$ cat src/rtl/puf_challenge_sequencer_pkg.sv
// puf_pkg: shared state encoding and default sizing for the challenge sequencer
package puf_pkg;
  typedef enum logic [2:0] {ST_IDLE, ST_SETTLE, ST_MEASURE, ST_HOLD, ST_ERROR} puf_seq_state_t;
  localparam int PUF_N_CHAL = 8;
  localparam int PUF_CHAL_W = 3;
  localparam int PUF_RESP_W = 2;
  localparam int PUF_KEY_W = PUF_N_CHAL * PUF_RESP_W;
endpackage

$ cat src/rtl/puf_challenge_sequencer_if.sv
// puf_seq_if: key-consumer handshake plus RO datapath control bundle
interface puf_seq_if
  import puf_pkg::*;
#(
  parameter int N_CHAL = PUF_N_CHAL,
  parameter int CHAL_W = PUF_CHAL_W,
  parameter int RESP_W = PUF_RESP_W
) ();
  logic req, busy, key_valid, key_ready, err, ro_start, meas_done;
  logic [N_CHAL*RESP_W-1:0] key;
  logic [CHAL_W-1:0] challenge;
  logic [RESP_W-1:0] meas_resp;
  modport master (
    input req, key_ready, meas_done, meas_resp,
    output busy, key, key_valid, err, challenge, ro_start
  );
  modport slave (
    output req, key_ready, meas_done, meas_resp,
    input busy, key, key_valid, err, challenge, ro_start
  );
endinterface

$ cat src/rtl/puf_challenge_sequencer_timer.sv
// puf_cycle_timer: loadable down-counter that parks at zero
module puf_cycle_timer #(
  parameter int W = 10
) (
  input  logic clk,
  input  logic rst_n,
  input  logic load,
  input  logic [W-1:0] load_val,
  output logic [W-1:0] value,
  output logic zero
);
  assign zero = value == '0;
  // load wins; otherwise count down and stop at zero
  always_ff @(posedge clk)
    if (!rst_n) value <= '0;
    else value <= load ? load_val : zero ? value : value - 1'b1;
endmodule

$ cat src/rtl/puf_challenge_sequencer.sv
// puf_challenge_sequencer: sweeps every PUF challenge and packs the responses into a key
module puf_challenge_sequencer
  import puf_pkg::*;
#(
  parameter int N_CHAL = PUF_N_CHAL,
  parameter int CHAL_W = PUF_CHAL_W,
  parameter int RESP_W = PUF_RESP_W,
  parameter int SETTLE = 4,
  parameter int TIMEOUT = 1024
) (
  input logic clk,
  input logic rst_n,
  puf_seq_if.master bus
);
  localparam int KEY_W = N_CHAL * RESP_W;
  localparam int TMAX = SETTLE > TIMEOUT ? SETTLE : TIMEOUT;
  localparam int TW = TMAX > 1 ? $clog2(TMAX) : 1;
  puf_seq_state_t state;
  logic [KEY_W-1:0] key;
  logic [CHAL_W-1:0] challenge;
  logic err, tload, tzero, last;
  logic [TW-1:0] tval, tvalue;
  assign last = challenge == CHAL_W'(N_CHAL - 1);
  assign tload = (state == ST_IDLE && bus.req) || (state == ST_SETTLE && tzero) ||
                 (state == ST_MEASURE && bus.meas_done && !last);
  assign tval = state == ST_SETTLE ? TW'(TIMEOUT - 1) : TW'(SETTLE - 1);
  puf_cycle_timer #(.W(TW)) timer (
    .clk(clk), .rst_n(rst_n), .load(tload), .load_val(tval), .value(tvalue), .zero(tzero)
  );
  assign bus.busy = state != ST_IDLE;
  assign bus.key_valid = state == ST_HOLD;
  assign bus.ro_start = state == ST_MEASURE;
  assign bus.key = key;
  assign bus.challenge = challenge;
  assign bus.err = err;
  // sweep FSM: settle, measure, capture slot, advance; done beats the timeout
  always_ff @(posedge clk)
    if (!rst_n) begin
      state <= ST_IDLE;
      key <= '0;
      challenge <= '0;
      err <= 1'b0;
    end else begin
      case (state)
        ST_IDLE: if (bus.req) begin
          state <= ST_SETTLE;
          challenge <= '0;
          err <= 1'b0;
          key <= '0;
        end
        ST_SETTLE: if (tzero) state <= ST_MEASURE;
        ST_MEASURE: if (bus.meas_done) begin
          key[challenge*RESP_W +: RESP_W] <= bus.meas_resp;
          if (last) state <= ST_HOLD;
          else begin
            challenge <= challenge + CHAL_W'(1);
            state <= ST_SETTLE;
          end
        end else if (tzero) begin
          state <= ST_ERROR;
          err <= 1'b1;
        end
        ST_HOLD: if (bus.key_ready) state <= ST_IDLE;
        default: state <= ST_IDLE;
      endcase
    end
endmodule

$ cat src/flat_wrapper.sv
// flat-port wrapper written by rule: the top's interface ports become plain ports
module puf_challenge_sequencer_flat import puf_pkg::*;
#(
  parameter int N_CHAL = PUF_N_CHAL,
  parameter int CHAL_W = PUF_CHAL_W,
  parameter int RESP_W = PUF_RESP_W,
  parameter int SETTLE = 4,
  parameter int TIMEOUT = 1024
)
  (clk, rst_n, bus_req, bus_key_ready, bus_meas_done, bus_meas_resp, bus_busy, bus_key, bus_key_valid, bus_err, bus_challenge, bus_ro_start);
  puf_seq_if #(.N_CHAL(N_CHAL), .CHAL_W(CHAL_W), .RESP_W(RESP_W)) bus_i ();
  input logic clk;
  input logic rst_n;
  input wire logic [$bits(bus_i.req)-1:0] bus_req;
  input wire logic [$bits(bus_i.key_ready)-1:0] bus_key_ready;
  input wire logic [$bits(bus_i.meas_done)-1:0] bus_meas_done;
  input wire logic [$bits(bus_i.meas_resp)-1:0] bus_meas_resp;
  output wire logic [$bits(bus_i.busy)-1:0] bus_busy;
  output wire logic [$bits(bus_i.key)-1:0] bus_key;
  output wire logic [$bits(bus_i.key_valid)-1:0] bus_key_valid;
  output wire logic [$bits(bus_i.err)-1:0] bus_err;
  output wire logic [$bits(bus_i.challenge)-1:0] bus_challenge;
  output wire logic [$bits(bus_i.ro_start)-1:0] bus_ro_start;
  assign bus_i.req = bus_req;
  assign bus_i.key_ready = bus_key_ready;
  assign bus_i.meas_done = bus_meas_done;
  assign bus_i.meas_resp = bus_meas_resp;
  assign bus_busy = bus_i.busy;
  assign bus_key = bus_i.key;
  assign bus_key_valid = bus_i.key_valid;
  assign bus_err = bus_i.err;
  assign bus_challenge = bus_i.challenge;
  assign bus_ro_start = bus_i.ro_start;
  puf_challenge_sequencer #(.N_CHAL(N_CHAL), .CHAL_W(CHAL_W), .RESP_W(RESP_W), .SETTLE(SETTLE), .TIMEOUT(TIMEOUT)) u_core (.clk(clk), .rst_n(rst_n), .bus(bus_i));
endmodule
$ cat config.mk
export PLATFORM = sky130hd
export DESIGN_NAME = puf_challenge_sequencer_flat
export DESIGN_NICKNAME = d
export VERILOG_FILES = /design/src/rtl/puf_challenge_sequencer_pkg.sv /design/src/rtl/puf_challenge_sequencer_if.sv /design/src/rtl/puf_challenge_sequencer_timer.sv /design/src/rtl/puf_challenge_sequencer.sv /design/src/flat_wrapper.sv
export SDC_FILE = /design/constraint.sdc
export NUM_CORES = 1
export LEC_CHECK = 0
export CAP_MARGIN = 10
export CORE_MARGIN = 8
export CORE_UTILIZATION = 50
export CTS_BUF_LIST = sky130_fd_sc_hd__clkbuf_8
export DETAILED_ROUTE_END_ITERATION = 8
export GPL_ROUTABILITY_DRIVEN = 0
export PLACE_DENSITY = 0.75
export SKIP_CTS_REPAIR_TIMING = 1
export SYNTH_ARGS = -nofsm -noshare
export SYNTH_HDL_FRONTEND = slang
export SYNTH_SLANG_ARGS = --single-unit
$ cat constraint.sdc
create_clock -name clk -period 2.8 [get_ports clk]
set_clock_uncertainty 0.15 [all_clocks]
set_input_delay 0.84 -clock clk [delete_from_list [all_inputs] [get_ports clk]]
set_output_delay 0.84 -clock clk [all_outputs]
set_load 0.02 [all_outputs]
==> metrics.txt <==
master cell of the clock root buffer=sky130_fd_sc_hd__clkbuf_8; Final Cycle Share=96.1%; y dimension of the die=76.1 microns; Wirelength per Cell=15.7 microns; Final setup viols=0; layout filler cell count=295; Mapped Avg Cell Area=9.29 sq um; Synth warnings=0; number of sinks driven by the clock tree=33; core area=0.00355 sq mm; Total GRT Usage=14.7%; Tot Pwr=1.97 mW; count of maximum capacitance violations=0; die extent in x=76.1 microns; input/output buffers=29; outcome=complete, no violations; initial antenna violation count=0; share of synthesized area occupied by flip-flops and latches=36.6%; Placement Rows=22; Nets=242; share of post-route cells with drive strength above 1=10.1%; overflow left after global routing=0; number of buffers added by the clock tree synthesis step=5; H-tree Lvls=2; CTS clock-pin slew for the worst setup and hold paths=60 ps; relative max-transition margin=61.1%; Initial DRC Count=130; Final Max Tran Viols=0; Post-synth ARST share=0%; highest net fanout along the worst path=7; worst min-delay path class=reg2reg; most used flip-flop cell after synthesis=sky130_fd_sc_hd__dfxtp_1; via count=1638; post-route cell area=0.00225 sq mm; effective utilization at floorplan=50.8%; HPWL reported at the end of detailed placement=3.27 mm; Clock Tree Buf Depth=2; smallest hold slack=321 ps; time the final worst path needs with I/O delays and setup=2690 ps; Static Leakage=0.903 nW; overall routed net length=4.33 mm; post-route antenna net violation count=0; maximum number of pins on one net before global-route repair=21; Synth-to-Final Area Change=24.9%; Data required, critical path=1810 ps; number of flip-flops and latches in the synthesized netlist=33; Fmax achieved=372 MHz; die area=0.00578 sq mm; arrival time at the worst endpoint=1700 ps; Net Count, Synth=209; area post-placement=0.00216 sq mm; number of DRC violations after detailed routing=0; drt pass-1 iters=4; CP Launch Type=flip-flop; TritonCTS clock tree=yes; I/O Pins=30; launch instance of the worst register-to-register path=u_core.bus.challenge[0]; via count of the first global-routing pass=1543; power per unit of standard cell area=875 mW/mm^2; total negative slack for setup checks=0 ps; number of enable flip-flop cells after synthesis=0; category of the critical setup timing path=reg2out; setup repair after global routing missed its margin=no; post-synth design cell area=0.00180 sq mm; clock latency of the later-clocked register in the worst-skew pair=270 ps; count of antenna diodes in the layout=0; Least-Margin Pin Slew=581 ps; wire length of the first global-routing pass=7.30 mm; number of vias per cell=5.96; unique cell type count in the Yosys netlist=49; Hold Vio Cnt, Final=0; synthesized instance count=194; peak supply drop=0.546 mV; Worst Setup SP=u_core.state[0]; endpoint kind of the worst setup timing path=output port; Hold Crit Start=u_core.bus.key[7]; setup slack of the most critical reg-to-reg path=390 ps
==> layout make-up <==
class / count / area [sq um] / share of cell area [%]
repair buffers: 37 / 353 / 15.7
multi-input cells: 142 / 1060 / 47.2
inverters: 8 / 30.0 / 1.33
clock buffers: 6 / 82.6 / 3.67
flip-flops and latches: 33 / 661 / 29.3
well taps: 48 / 60.1 / 2.67
clock inverters: 1 / 3.75 / 0.167
==> where the power goes <==
group | internal [mW] | leakage (nW) | switching (mW)
Sequential | 0.556 | 0.268 | 0.110
Combinational | 0.442 | 0.586 | 0.517
Clock | 0.191 | 0.0485 | 0.155
==> layout by cell type, fill, tap and decap left out, types with 7 or more instances in the layout <==
master	n
sky130_fd_sc_hd__inv_1	9
sky130_fd_sc_hd__o21a_1	11
sky130_fd_sc_hd__ha_1	8
sky130_fd_sc_hd__buf_4	8
sky130_fd_sc_hd__a22o_1	7
sky130_fd_sc_hd__nand2_1	12
sky130_fd_sc_hd__clkdlybuf4s50_1	28
sky130_fd_sc_hd__dfxtp_1	33
sky130_fd_sc_hd__nand3_1	8
==> cells in the mapped netlist (4+ instances only) <==
cell / instances / area [sq um]
sky130_fd_sc_hd__a211oi_1: 5 / 37.5
sky130_fd_sc_hd__a21oi_1: 5 / 25.0
sky130_fd_sc_hd__a22o_1: 7 / 61.3
sky130_fd_sc_hd__and3_1: 5 / 31.3
sky130_fd_sc_hd__and4b_1: 4 / 40.0
sky130_fd_sc_hd__clkbuf_1: 7 / 26.3
sky130_fd_sc_hd__dfxtp_1: 33 / 661
sky130_fd_sc_hd__ha_1: 8 / 100
sky130_fd_sc_hd__inv_1: 8 / 30.0
sky130_fd_sc_hd__mux2i_1: 6 / 60.1
sky130_fd_sc_hd__nand2_1: 12 / 45.0
sky130_fd_sc_hd__nand3_1: 8 / 40.0
sky130_fd_sc_hd__nand4_1: 4 / 25.0
sky130_fd_sc_hd__nor2_1: 5 / 18.8
sky130_fd_sc_hd__nor2b_1: 5 / 31.3
sky130_fd_sc_hd__nor3b_1: 5 / 37.5
sky130_fd_sc_hd__o21a_1: 11 / 82.6
sky130_fd_sc_hd__o21ai_0: 4 / 20.0
==> metrics by stage <==
| stage | utilization, % | instances | worst slack [ps] |
|---|---|---|---|
| floorplan | - | 194 | 483 |
| global placement | 60.9 | 268 | 26.8 |
| detailed placement | 60.9 | 268 | -17.0 |
| CTS | 63.3 | 275 | 49.0 |
| global route | 63.4 | 275 | 40.8 |
| finish | 63.4 | 275 | 108 |
==> critical path: stages (launching register included) <==
cell and delay [ps]:
sky130_fd_sc_hd__dfxtp_1 440, sky130_fd_sc_hd__nor2b_2 230, sky130_fd_sc_hd__nand2_1 90, sky130_fd_sc_hd__inv_1 70, sky130_fd_sc_hd__clkdlybuf4s50_1 590
==> sequential cells by signal (all words and copies together) (netlist names) <==
name,flops
u_core.timer.value,10
u_core.bus.err,1
u_core.state,3
u_core.bus.key,16
u_core.bus.challenge,3
==> cell families after synthesis <==
family                   after synthesis  synth area share (%)
AND/OR/NAND/NOR                       75                  27.3
AO/OA/AOI/OAI                         47                  19.4
flip-flops                            33                  36.6
buffers and inverters                 19                  4.58
multiplexers                           8                  4.58
adder cells (fa/ha/maj)                8                  5.55
XOR/XNOR                               4                  1.94
==> per-layer routing <==
layer / vias up / routed length, microns / track usage [%] / share of wire, %
li1: 789 / - / - / -
met1: 800 / 1910 / 17.8 / 44
met3: 4 / 279 / 5.42 / 6.4
met4: 0 / 31 / 3.46 / 0.72
met2: 45 / 2110 / 24.2 / 49
met5: - / 0 / 0 / 0
==> worst paths after layout <==
check	end	depth (start not counted)
setup / recovery	bus_key_valid	4
hold / removal	u_core.bus.key[7]	1
setup reg to reg	u_core.bus.key[1]	7
hold reg to reg	u_core.bus.key[7]	1
Power figures use the tool's default switching activity.
